==> src/rtl/ram_arbiter_pkg.sv <==
// Shared arbiter types: FSM state encodings, requester IDs and byte geometry.
package ram_arbiter_pkg;
    typedef enum logic { ARB_IDLE = 1'b0, ARB_RMW_WR = 1'b1 } arb_state_t;
    typedef enum logic { REQ_I = 1'b0, REQ_D = 1'b1 } req_id_t;

    localparam int WORD_BYTES = 4;
    localparam int BYTE_BITS  = 8;
endpackage

==> src/rtl/ram_arbiter_byte_lane.sv <==
// Byte-lane extract (zero-extended) and merge for one word; purely combinational.
// Zero latency, no flow control.
module ram_arbiter_byte_lane
    import ram_arbiter_pkg::*;
#(
    parameter int WIDTH = 32
) (
    input  logic [WIDTH-1:0]     word,
    input  logic [1:0]           lane,
    input  logic [BYTE_BITS-1:0] byte_in,
    output logic [WIDTH-1:0]     extracted,
    output logic [WIDTH-1:0]     merged
);
    localparam int OFS_W = $clog2(WIDTH);

    logic [OFS_W-1:0] bit_ofs;
    assign bit_ofs = OFS_W'({lane, 3'b000});

    always_comb begin
        extracted                          = '0;
        extracted[BYTE_BITS-1:0]           = word[bit_ofs +: BYTE_BITS];
        merged                             = word;
        merged[bit_ofs +: BYTE_BITS]       = byte_in;
    end
endmodule

==> src/rtl/ram_arbiter.sv <==
// Round-robin I/D arbiter for the single-port data RAM; byte access built with RAM_BYTE_ACCESS_EN.
// Grant is combinational, read data returns 1 cycle later; byte store holds off all grants for 1 RMW cycle.
module ram_arbiter
    import ram_arbiter_pkg::*;
#(
    parameter int WIDTH      = 32,
    parameter int ADDR_WIDTH = 8
) (
    input  logic             clk,
    input  logic             rst,
    input  logic             i_req,
    input  logic [31:0]      i_addr,
    output logic             i_gnt,
    output logic [WIDTH-1:0] i_rdata,
    output logic             i_rvalid,
    input  logic             d_req,
    input  logic             d_we,
    input  logic             d_byte,
    input  logic [31:0]      d_addr,
    input  logic [WIDTH-1:0] d_wdata,
    output logic             d_gnt,
    output logic [WIDTH-1:0] d_rdata,
    output logic             d_rvalid,
    output logic [WIDTH-1:0] ram_d,
    output logic [31:0]      ram_ad,
    output logic             ram_we,
    input  logic [WIDTH-1:0] ram_q
);
    logic [ADDR_WIDTH-1:0] i_idx, d_idx, ad_q;
    req_id_t               last_gnt;
    logic                  idle;

    assign i_idx = i_addr[ADDR_WIDTH+1:2];
    assign d_idx = d_addr[ADDR_WIDTH+1:2];

`ifdef RAM_BYTE_ACCESS_EN
    arb_state_t           state;
    logic [1:0]           lane_q;
    logic                 byte_q;
    logic [BYTE_BITS-1:0] wbyte_q;
    logic [WIDTH-1:0]     lane_ext, lane_merged;
    logic                 unused_addr;

    assign idle        = (state == ARB_IDLE);
    assign unused_addr = ^{i_addr[31:ADDR_WIDTH+2], i_addr[1:0], d_addr[31:ADDR_WIDTH+2]};

    // One lane unit serves both the load-return extract and the RMW merge; both use the registered lane.
    ram_arbiter_byte_lane #(.WIDTH(WIDTH)) u_byte_lane (
        .word     (ram_q),
        .lane     (lane_q),
        .byte_in  (wbyte_q),
        .extracted(lane_ext),
        .merged   (lane_merged)
    );

    assign d_rdata = !d_rvalid ? '0 : (byte_q ? lane_ext : ram_q);
`else
    logic unused_addr;

    assign idle        = 1'b1;
    assign unused_addr = ^{i_addr[31:ADDR_WIDTH+2], i_addr[1:0], d_addr[31:ADDR_WIDTH+2],
                           d_addr[1:0], d_byte};
    assign d_rdata     = d_rvalid ? ram_q : '0;
`endif

    assign i_rdata = i_rvalid ? ram_q : '0;

    always_comb begin
        i_gnt = 1'b0;
        d_gnt = 1'b0;
        if (!rst && idle) begin
            if (i_req && d_req) begin
                if (last_gnt == REQ_I) d_gnt = 1'b1;
                else                   i_gnt = 1'b1;
            end else begin
                i_gnt = i_req;
                d_gnt = d_req;
            end
        end
    end

    // With no grant the RAM address parks on the last one used, so the RMW write hits the read word.
    always_comb begin
        ram_we = 1'b0;
        ram_d  = '0;
        ram_ad = '0;
        if (!rst) begin
            ram_ad = {{(32-ADDR_WIDTH){1'b0}}, ad_q};
            if (i_gnt) begin
                ram_ad = {{(32-ADDR_WIDTH){1'b0}}, i_idx};
            end else if (d_gnt) begin
                ram_ad = {{(32-ADDR_WIDTH){1'b0}}, d_idx};
                ram_d  = d_wdata;
`ifdef RAM_BYTE_ACCESS_EN
                ram_we = d_we && !d_byte;
            end else if (state == ARB_RMW_WR) begin
                ram_we = 1'b1;
                ram_d  = lane_merged;
`else
                ram_we = d_we;
`endif
            end
        end
    end

    always_ff @(posedge clk) begin
        if (rst) begin
            last_gnt <= REQ_I;
            i_rvalid <= 1'b0;
            d_rvalid <= 1'b0;
            ad_q     <= '0;
`ifdef RAM_BYTE_ACCESS_EN
            state    <= ARB_IDLE;
            lane_q   <= '0;
            byte_q   <= 1'b0;
            wbyte_q  <= '0;
`endif
        end else begin
            i_rvalid <= i_gnt;
            d_rvalid <= d_gnt && !d_we;
            if (i_gnt) begin
                last_gnt <= REQ_I;
                ad_q     <= i_idx;
            end
            if (d_gnt) begin
                last_gnt <= REQ_D;
                ad_q     <= d_idx;
            end
`ifdef RAM_BYTE_ACCESS_EN
            if (d_gnt) begin
                lane_q  <= d_addr[1:0];
                byte_q  <= d_byte;
                wbyte_q <= d_wdata[BYTE_BITS-1:0];
            end
            case (state)
                ARB_IDLE:   if (d_gnt && d_we && d_byte) state <= ARB_RMW_WR;
                ARB_RMW_WR: state <= ARB_IDLE;
                default:    state <= ARB_IDLE;
            endcase
`endif
        end
    end
endmodule
==> config.mk <==
export PLATFORM = sky130hd
export DESIGN_NAME = ram_arbiter
export DESIGN_NICKNAME = d
export VERILOG_FILES = /design/src/rtl/ram_arbiter_pkg.sv /design/src/rtl/ram_arbiter_byte_lane.sv /design/src/rtl/ram_arbiter.sv
export SDC_FILE = /design/constraint.sdc
export NUM_CORES = 1
export LEC_CHECK = 0
export CORE_AREA = 5 5 100 102
export DETAILED_ROUTE_END_ITERATION = 12
export DIE_AREA = 0 0 105 107
export PLACE_DENSITY_LB_ADDON = 0.25
export SYNTH_ARGS = -nofsm -noshare
export SYNTH_HDL_FRONTEND = slang
export SYNTH_HIERARCHICAL = 1
export SYNTH_SLANG_ARGS = --single-unit
==> constraint.sdc <==
create_clock -name clk -period 1.75 [get_ports clk]
set_input_delay 0.2625 -clock clk [delete_from_list [all_inputs] [get_ports clk]]
set_output_delay 0.2625 -clock clk [all_outputs]
set_load 0.05 [all_outputs]
==> Yosys cells after proc, flatten, opt, wreduce, memory -nomap -nowiden <==
Cells that the tools add are included.
{ "totals": {"in_bits": 134, "register_bits": 11, "word_cells": 29} }
{ "classes": {"muxes": 21, "reduce_logical": 4} }
{ "op_table": {"columns": ["cell", "n"], "rows": [
  ["$mux 32", 5],
  ["$mux 8", 5],
  ["$mux 1", 11],
  ["$logic_and 1x1->1", 2],
  ["$reduce_bool 2->1", 1],
  ["$logic_not 1->1", 1]
]} }

==> Logic depth before layout (Yosys ltp) <==
Gate-level depths: netlist (run 1).
{ "logic_depth": {"ltp_word": 6, "depth_mapped": 5} }

==> Worst setup path before layout (run 1) <==
Ideal clock, no wire load.
{ "synth_timing": {"path_kind": "input -> output", "startpoint": "input d_req", "endpoint": "output ram_ad[0]", "path_stages": 5, "n_path_buf": 2, "arrival_ns": 1.599, "slack_ns": -0.111, "t_required_ns": 1.487, "path_cell_list": "clkbuf_2 and2b_1 nor3b_4 buf_6 a221o_1"} }
{ "synth_between": {"elab_cells_between_ends": 8} }
{ "synth_lines": {"columns": ["element", "line_no", "text"], "rows": [
  ["start: declaration", "ram_arbiter.sv:16", "input logic d_req,"],
  ["$logic_and 1x1->1", "ram_arbiter.sv:72", "if (i_req && d_req) begin"],
  ["$mux 1", "ram_arbiter.sv:72", null],
  ["$mux 1", "ram_arbiter.sv:71", "if (!rst && idle) begin"],
  ["named net i_gnt", "ram_arbiter.sv:13", "output logic i_gnt,"],
  ["$mux 8", "ram_arbiter.sv:89", "if (i_gnt) begin"],
  ["$mux 8", "ram_arbiter.sv:87", "if (!rst) begin"],
  ["end: declaration", "ram_arbiter.sv:25", "output logic [31:0] ram_ad,"]
]} }
The timed path passes the listed nets, and every way through them passes these cells.

==> Final worst setup path (run 1) <==
{ "layout_timing": {"startpoint": "register last_gnt", "endpoint": "output ram_ad[7]"} }
{ "layout_between": {"elab_chain_len": 6, "elab_cells_between_ends": 9} }
{ "layout_rtl": {"columns": ["element", "line_no", "text"], "rows": [
  ["start: declaration", "ram_arbiter.sv:30", "req_id_t last_gnt;"],
  ["start signal: assignment", "ram_arbiter.sv:108", "last_gnt <= REQ_I;"],
  ["start signal: assignment", "ram_arbiter.sv:122", "last_gnt <= REQ_I;"],
  ["start signal: assignment", "ram_arbiter.sv:126", "last_gnt <= REQ_D;"],
  ["$mux 1", "ram_arbiter.sv:73", "if (last_gnt == REQ_I) d_gnt = 1'b1;"],
  ["$mux 1", "ram_arbiter.sv:72", null],
  ["$mux 1", "ram_arbiter.sv:71", null],
  ["$mux 8", "ram_arbiter.sv:91", "end else if (d_gnt) begin"],
  ["$mux 8 (*)", "ram_arbiter.sv:89", null],
  ["$mux 8 (*)", "ram_arbiter.sv:87", null]
]} }
Every way passes the cells marked *; elsewhere a longest branch is shown, timed or not.

==> run_results.csv, run 1 <==
group,metric,value,unit
setup_path,worst_ep_arrival_time,1560,ps
clocking,clock-root-buffer,"clkbuf_8",
setup_path,r2r_slack,370,ps
route,drt-vias-per-instance,4.09,
placed_design,place_ws,-501,ps
sta,fin_crit_sh,104,%
floorplan,core,9020,µm²
flow_run,max_cap_viol_count,0,
clocking,path_clk_slew,50,ps
placed_design,port_buffers,193,
clocking,htree_levels,1,
route,post_drt_wl_per_cell,15.5,µm
sta,layout_setup_ws,-75.1,ps
global_route,grt_pass1_vias,1995,
status,violations,"negative setup slack",
floorplan,start_util,15.4,%
yosys,syn_area,1390,µm²
setup_path,critPathKind,"reg -> out",
power_and_ir_drop,p_sw_share,43.0,%
route,wirelength,7570,µm
power_and_ir_drop,powerDensity,400,nW/µm²
cells_and_area,seqCellArea,224,µm²
power_and_ir_drop,peakVddDrop,234,µV
yosys,synth_edf_count,0,
yosys,yosysWarningCount,6,
sta,finalSetupTns,-540,ps
clocking,cts_buffers,3,
floorplan,die_area,11200,µm²
power_and_ir_drop,power_frac_clock,14.2,%
yosys,syn-mean-instance-area,7.65,µm²
sta,grt_setup_unrepaired,"yes",
setup_path,cp-start-kind,"flop",
setup_path,crit_start,"last_gnt",
sta,hold_slack,506,ps
setup_path,required,1490,ps
yosys,yosysSeqAreaShare,15.9,%
yosys,synthCells,181,
global_route,grt_max_degree,35,
floorplan,io_pins,267,
route,drcViolationCount,0,
setup_path,reg2reg_depth,5,
floorplan,rows,35,
power_and_ir_drop,finalPower,1830,µW
sta,setup_viol,8,
floorplan,die_h,107,µm
cells_and_area,area_growth_syn_to_layout,231,%
yosys,ys.flop_type,"dfxtp_1",
yosys,synth_seq_cells,11,
setup_path,crit_end,"ram_ad[7]",
power_and_ir_drop,p_leak,0.00201,µW
cells_and_area,nets,513,
setup_path,crit_fanout,13,
power_and_ir_drop,combPwrFrac,70.7,%
setup_path,r2r-start,"last_gnt",
setup_path,r2r-end,"ad_q[1]",
sta,finalClockSkew,3.83,ps
power_and_ir_drop,switchingPower,789,µW
power_and_ir_drop,internal_power,1040,µW
global_route,grt_use_total,12.1,%
sta,max_freq,548,MHz
cells_and_area,drive_gt1_share,39.4,%
global_route,antenna_found_initial,0,
power_and_ir_drop,seqPwrFrac,15.0,%
route,drtIter0Drc,29,
clocking,worstSkewPairLatency,240,ps
global_route,grt_remaining_overflow,0,
cells_and_area,multi_input_area,1010,µm²
clocking,cts.sinks,11,
floorplan,die_w,105,µm
sta,finalMaxSlewViolations,0,
status,status,"finished, violations left",
yosys,async_flop_share,0,%
route,first_pass_iters,3,
clocking,clk_path_buf_depth,2,
cells_and_area,nFillCells,829,
clocking,cts_tree,"built",
yosys,ys_types,20,
route,vias,2000,
placed_design,gp_congestion,0.717,
global_route,grt_pass1_wl,11100,µm
placed_design,dp_hpwl,6290,µm
hold_path,hold_path_class,"in -> reg",
route,final_antenna_net_count,0,
setup_path,cp-end-kind,"primary output",
sta,min_period,1830,ps
cells_and_area,diodes,0,
sta,hold_viol,0,
critical path, cell delays in order (launching register included):
cell	delay, ps
dfxtp_4	360
and2b_2	250
nor3b_4	50
buf_12	140
a221o_2	360
buf_12	160
registers in the layout, indices dropped and copies added, names as in the netlist:
register  cells
ad_q          8
d_rvalid      1
i_rvalid      1
last_gnt      1
worst min-delay path by stage:
| stage | from | endpoint | cells past startpoint |
|---|---|---|---|
| after global routing | last_gnt | last_gnt | 1 |
| after CTS | rst | i_rvalid | 3 |
| after global placement | last_gnt | last_gnt | 1 |
| after floorplan | d_we | d_rvalid | 1 |
| final | rst | i_rvalid | 3 |
| after detailed placement | last_gnt | last_gnt | 1 |
power groups by stage:
stage               registers, µW  logic (µW)  clock network, µW
floorplan                     288         638                  0
global placement              280        1270                  0
detailed placement            280        1280                  0
CTS                           276        1310                264
global route                  277        1350                275
finish                        276        1300                261
stage by stage:
| step | area, µm² | std cells | utilization [%] |
|---|---|---|---|
| 3_5_place_dp | 4460 | 478 | 49.5 |
| 3_3_place_gp | 4460 | 478 | 49.5 |
| 6_report | 4590 | 489 | 50.8 |
| 4_1_cts | 4580 | 489 | 50.8 |
| 5_1_grt | 4590 | 489 | 50.8 |
| 2_1_floorplan | 1480 | 204 | - |
cells in the final DEF (no fill, tap or decap), types with 3 or more instances in the layout:
cell	synthesis	final
clkdlybuf4s50_1	0	81
conb_1	1	24
buf_12	0	110
a221o_1	15	7
dlygate4sd2_1	0	3
and3_1	29	29
dfxtp_1	11	10
buf_6	2	3
buf_4	24	12
a221o_2	1	9
clkbuf_8	0	3
and2_1	72	72
and3_2	4	4
metal layers:
metal  vias up  GRT usage (%)  routed length (µm)
met4         0           2.47                  70
li1        967              -                   -
met1       892           12.7                2680
met5         -              0                   0
met2       135           22.7                3990
met3         6           4.64                 821
synthesized netlist by cell type, types with 2 or more instances:
master | number | area share, %
and2_1 | 72 | 33
a221o_1 | 15 | 11
dfxtp_1 | 11 | 16
buf_4 | 24 | 13
buf_6 | 2 | 1.6
and3_1 | 29 | 13
clkbuf_1 | 12 | 3.3
and3_2 | 4 | 2.2
layout make-up:
cell class                      instances  share of cell area (%)
Timing Repair Buffer                  209                    69.0
Multi-Input combinational cell        154                    22.1
Sequential cell                        11                    4.88
Tap cell                              111                    3.03
Clock buffer                            3                   0.900
Clock inverter                          1                   0.109
logic make-up (layout without fill, tap and decap cells):
logic type | Yosys count | in the layout | share of synthesized area, %
and+or+nand+nor | 111 | 112 | 51.7
DFF | 11 | 11 | 15.9
AOI/OAI and AO/OA | 18 | 18 | 12.8
buffers and inverters | 40 | 213 | 19.3
other | 1 | 24 | 0.271
repair_timing:
item / in CTS / in global routing
gates resized for setup: 11 / 1
pin swaps: 9 / 0
hold buffers: 0 / 0
setup buffers: 5 / 0
endpoints found under the setup margin: 43 / 9
hold endpoints to repair: 0 / 0
gates cloned: 2 / 0
No activity file was read; power rests on OpenSTA's default activity.
==> inputs of run 2 (changes only) <==
- CORE_AREA: 5 5 100 102 -> 2 2 103 105
- SYNTH_HIERARCHICAL: 1 -> default
==> run 2 against run 1 <==
Effect of this change: utilization decreased by 3.3 points; hold slack worse by 69 ps; the run still ends with negative setup slack left; clock skew rose by 1.3 ps; final area grew 4.5%; critical endpoint is now ram_d[24]; global-route usage down 0.66 points.
==> run_results.csv, run 2 <==
group,metric,value,unit
hold_path,hold_path_class,"in -> reg",
yosys,yosys-top-cells-count,"72 x and2_1, 29 x and3_1, 24 x buf_4",
route,vias,2065,
sta,hold_viol,0,
cells_and_area,nFillCells,941,
global_route,grt_pass1_wl,10500,µm
placed_design,dp_hpwl,5680,µm
floorplan,start_util,13.7,%
yosys,ys_types,20,
global_route,grt_max_degree,35,
power_and_ir_drop,p_leak,0.00201,µW
floorplan,die_area,11200,µm²
yosys,synth_top_area_share,32.5,%
global_route,antenna_found_initial,0,
sta,setup_viol,37,
sta,grt_setup_unrepaired,"yes",
setup_path,cp-start-kind,"flop",
sta,finalClockSkew,5.14,ps
route,first_pass_iters,4,
placed_design,port_buffers,193,
placed_design,gp_congestion,0.714,
placed_design,place_ws,-436,ps
cells_and_area,nets,517,
power_and_ir_drop,peakVddDrop,246,µV
clocking,clk_path_buf_depth,2,
cells_and_area,diodes,0,
yosys,synthCells,181,
setup_path,crit_fanout,17,
clocking,path_clk_slew,50,ps
cells_and_area,largest_reg_flops,8,
cells_and_area,area_growth_syn_to_layout,246,%
placed_design,post_dp_cell_area,4490,µm²
yosys,synth.most_common_cell,"and2_1",
setup_path,cp-end-kind,"primary output",
setup_path,worst_ep_arrival_time,1540,ps
floorplan,core,10100,µm²
route,drt-vias-per-instance,3.99,
sta,max_freq,555,MHz
yosys,syn-mean-instance-area,7.65,µm²
sta,min_period,1800,ps
clocking,cts_tree,"built",
cells_and_area,final_cell_mix,"111 x buf_12, 81 x clkdlybuf4s50_1, 72 x and2_1, 24 x conb_1, 22 x and3_4",
setup_path,required,1490,ps
cells_and_area,fin_util,47.5,%
status,violations,"negative setup slack",
floorplan,io_pins,267,
route,drcViolationCount,0,
power_and_ir_drop,powerDensity,393,nW/µm²
clocking,worstSkewPairLatency,240,ps
yosys,synth_edf_count,0,
yosys,yosysSeqAreaShare,15.9,%
yosys,async_flop_share,0,%
global_route,grt_remaining_overflow,0,
yosys,ys.flop_type,"dfxtp_1",
floorplan,die_h,107,µm
yosys,synth.area.top_cells,"and2_1 33%, dfxtp_1 16%, and3_1 13%",
clocking,holdBufCountCts,0,
yosys,yosysWarningCount,0,
flow_run,max_cap_viol_count,0,
sta,layout_setup_ws,-52.1,ps
global_route,grt_use_total,11.4,%
setup_path,critPathKind,"reg -> out",
route,post_drt_wl_per_cell,14.1,µm
floorplan,die_w,105,µm
route,wirelength,7300,µm
sta,finalMaxSlewViolations,0,
floorplan,rows,37,
clocking,htree_levels,1,
cells_and_area,largest_register,"ad_q",
yosys,synth_seq_cells,11,
route,drtIter0Drc,45,
clocking,cts.sinks,11,
cells_and_area,stdcell_area,4790,µm²
yosys,yosysTopAreaCell,"and2_1",
route,final_antenna_net_count,0,
clocking,clock-root-buffer,"clkbuf_8",
global_route,grt_pass1_vias,2048,
status,status,"finished, violations left",
yosys,syn_area,1390,µm²
cells_and_area,final_common_cell,"buf_12",
sta,fin_crit_sh,103,%
clocking,cts_buffers,3,
cells_and_area,drive_gt1_share,45.3,%
[run 2: metrics by stage]
| step | total power [µW] | cells | setup TNS [ps] | hold slack [ps] |
|---|---|---|---|---|
| 2_1_floorplan | 925 | 204 | 0 | 334 |
| 3_3_place_gp | 1550 | 503 | -10560 | 495 |
| 3_5_place_dp | 1560 | 503 | -11200 | 501 |
| 4_1_cts | 1850 | 513 | -375 | 540 |
| 5_1_grt | 1970 | 518 | -3550 | 446 |
| 6_report | 1880 | 518 | -972 | 437 |
[run 2: critical path: stages (launching register included)]
cell	delay (ps)
dfxtp_2	320
buf_4	140
a21oi_4	190
buf_4	160
buf_12	130
and3_1	220
buf_12	150
[run 2: cell type report]
cell class / instances / area [µm²] / area share (%)
well taps: 136 / 170 / 3.55
clock inverters: 1 / 5.00 / 0.104
multi-input cells: 154 / 1120 / 23.4
flip-flops and latches: 11 / 221 / 4.62
clock buffers: 3 / 41.3 / 0.861
repair buffers: 213 / 3230 / 67.5
[run 2: worst paths after layout]
| check | startpoint | to | slack [ps] | cells past startpoint |
|---|---|---|---|---|
| max | last_gnt | ram_d[24] | -50 | 6 |
| min reg2reg | ad_q[1] | ad_q[1] | 560 | 2 |
| max reg2reg | last_gnt | ad_q[0] | 340 | 6 |
| min | d_req | last_gnt | 440 | 3 |
[run 2: routing by layer]
layer  part of all wire [%]  global-route usage [%]
met5                      0                       0
met4                    1.6                    2.29
met2                     54                    21.8
met1                     34                    11.8
met3                    9.9                    4.38
[run 2: logic make-up after synthesis]
logic type / share of synthesized area, %
other: 0.271
AND/OR/NAND/NOR: 51.7
flip-flops: 15.9
buffers and inverters: 19.3
AO/OA/AOI/OAI: 12.8
[run 2: report_power, final]
part	internal, µW	switching [µW]
logic	658	693
registers	270	4.65
clock network	157	101
[run 2: timing repair]
action / in CTS / in global routing
setup buffers: 6 / 2
endpoints found under the setup margin: 43 / 43
cloned: 1 / 4
pin swaps: 1 / 18
gates resized for setup: 12 / 29
==> inputs of run 3 (changes only) <==
- TNS_END_PERCENT: default -> 20
==> run 3 against run 2 <==
Effect of this change: the flow still finishes with violations (negative setup slack); sequential power about the same; hold slack improved by 120 ps; worst setup slack got worse by 20 ps; critical path type unchanged; highest routed layer unchanged; count of clock-buffer cells in the layout increased by 1; sequential share of layout area increased by 0.20 points; largest power group unchanged; utilization decreased by 2.0 points; sequential cell count unchanged; die area unchanged; final area decreased by 4.2%.
==> run_results.csv, run 3 (synthesized netlist as in run 2, its figures left out) <==
group,metric,value,unit
placed_design,gp_congestion,0.707,
cells_and_area,largest_reg_flops,8,
flow_run,max_cap_viol_count,0,
cells_and_area,final_common_cell,"buf_12",
route,drtIter0Drc,64,
setup_path,crit_slowest_cell,"dfxtp_2",
placed_design,dpl.cell_count,502,
floorplan,core,10100,µm²
hold_path,hold_path_class,"in -> reg",
setup_path,cp-end-kind,"primary output",
power_and_ir_drop,seqPwrFrac,15.2,%
cells_and_area,area_growth_syn_to_layout,232,%
cells_and_area,nets,508,
cells_and_area,drive_gt1_share,36.7,%
sta,min_period,1820,ps
setup_path,worst_ep_arrival_time,1560,ps
setup_path,crit_fanout,8,
power_and_ir_drop,internal_power,1040,µW
clocking,worstSkewPairLatency,230,ps
floorplan,rows,37,
sta,fin_crit_sh,104,%
sta,hold_viol,0,
cells_and_area,diodes,0,
floorplan,start_util,13.7,%
cells_and_area,largest_register,"ad_q",
route,post_drt_wl_per_cell,13.6,µm
clocking,cts_buffers,3,
floorplan,io_pins,267,
route,drcViolationCount,0,
floorplan,die_h,107,µm
power_and_ir_drop,peakVddDrop,206,µV
sta,grt_setup_unrepaired,"yes",
global_route,grt_pass1_wl,10500,µm
clocking,clock-root-buffer,"clkbuf_8",
floorplan,die_w,105,µm
power_and_ir_drop,switchingPower,774,µW
setup_path,slowest_delay,320,ps
setup_path,critPathKind,"reg -> out",
placed_design,dp_hpwl,5700,µm
setup_path,critPathMostFrequentCell,"buf_12",
status,status,"finished, violations left",
power_and_ir_drop,power_frac_clock,14.0,%
sta,max_freq,549,MHz
clocking,holdBufCountCts,0,
global_route,grt_use_total,11.4,%
global_route,grt_pass1_vias,2027,
power_and_ir_drop,p_leak,0.00199,µW
sta,layout_setup_ws,-71.7,ps
route,vias,1949,
clocking,path_clk_slew,50,ps
clocking,clk_path_buf_depth,2,
sta,finalClockSkew,1.18,ps
power_and_ir_drop,p_sw_share,42.6,%
global_route,grt_remaining_overflow,0,
clocking,cts.sinks,11,
cells_and_area,stdcell_area,4590,µm²
cells_and_area,final_cell_mix,"112 x buf_12, 81 x clkdlybuf4s50_1, 72 x and2_1, 29 x and3_1, 24 x conb_1",
route,first_pass_iters,4,
clocking,cts_tree,"built",
status,violations,"negative setup slack",
sta,setup_viol,8,
cells_and_area,final_cells,509,
sta,finalMaxSlewViolations,0,
setup_path,required,1490,ps
power_and_ir_drop,combPwrFrac,70.8,%
route,wirelength,6930,µm
power_and_ir_drop,powerDensity,396,nW/µm²
setup_path,cp-start-kind,"flop",
setup_path,r2r_slack,290,ps
setup_path,cp_cell_sequence,"and2b_2 > nor3b_4 > buf_12 > a221o_1 > buf_12",
global_route,grt_max_degree,35,
placed_design,post_dp_cell_area,4490,µm²
placed_design,port_buffers,193,
clocking,htree_levels,1,
floorplan,die_area,11200,µm²
cells_and_area,nFillCells,957,
route,final_antenna_net_count,0,
global_route,antenna_found_initial,0,
route,drt-vias-per-instance,3.83,
## run 3: cell count changes in the layout (fill, tap and decap cells not counted), moves of 3 or more
| cell | delta |
|---|---|
| a221o_1 | +7 |
| a221o_2 | -7 |
| and3_1 | +19 |
| and3_2 | +3 |
| and3_4 | -22 |
| buf_4 | -3 |
| buf_6 | -4 |
## run 3: timing repair
item | CTS | global route
cloned | 1 | 0
endpoints found under the setup margin | 42 | 42
setup buffers | 4 | 0
gates resized for setup | 13 | 3
pin swaps | 4 | 4
## run 3: cell type report
class | instances | area, µm² | area share (%)
Timing Repair Buffer | 205 | 3150 | 68.6
Tap cell | 136 | 170 | 3.70
Sequential cell | 11 | 221 | 4.82
Clock buffer | 4 | 45.0 | 0.980
Multi-Input combinational cell | 153 | 1000 | 21.9
## run 3: path summary, 6_finish.rpt
path | depth (start not counted) | startpoint | end
max | 5 | last_gnt | ram_ad[2]
min | 3 | rst | i_rvalid
max reg2reg | 6 | last_gnt | ad_q[5]
min reg2reg | 2 | ad_q[1] | ad_q[1]
## run 3: power by group through the flow
| stage | registers (µW) | clock network (µW) | logic (µW) |
|---|---|---|---|
| finish | 276 | 254 | 1290 |
| global route | 278 | 278 | 1340 |
| CTS | 276 | 265 | 1300 |
| detailed placement | 281 | 0 | 1280 |
| global placement | 281 | 0 | 1270 |
| floorplan | 288 | 0 | 635 |
## run 3: critical path, delay by kind of cell, from the launching register on
family	cells	cell delay, ps
and+or+nand+nor	2	490
DFF	1	320
buffers and inverters	2	310
AOI/OAI and AO/OA	1	200
## run 3: layer usage
metal  GRT usage [%]  routed length (µm)  vias up
met5               0                   0        -
met4            1.43                  27        0
met3            3.22                 615        2
met2            21.8                3760      127
met1            12.8                2520      865
li1                -                   -      955
## run 3: stage by stage
stage	util [%]	power [µW]	setup TNS, ps	hold slack [ps]	setup WS [ps]
floorplan	-	922	-780	334	-111
global placement	44.5	1550	-8760	505	-401
detailed placement	44.5	1560	-10620	506	-531
CTS	45.7	1840	-639	522	-90.7
global route	45.5	1890	-855	578	-123
finish	45.5	1820	-418	561	-71.7
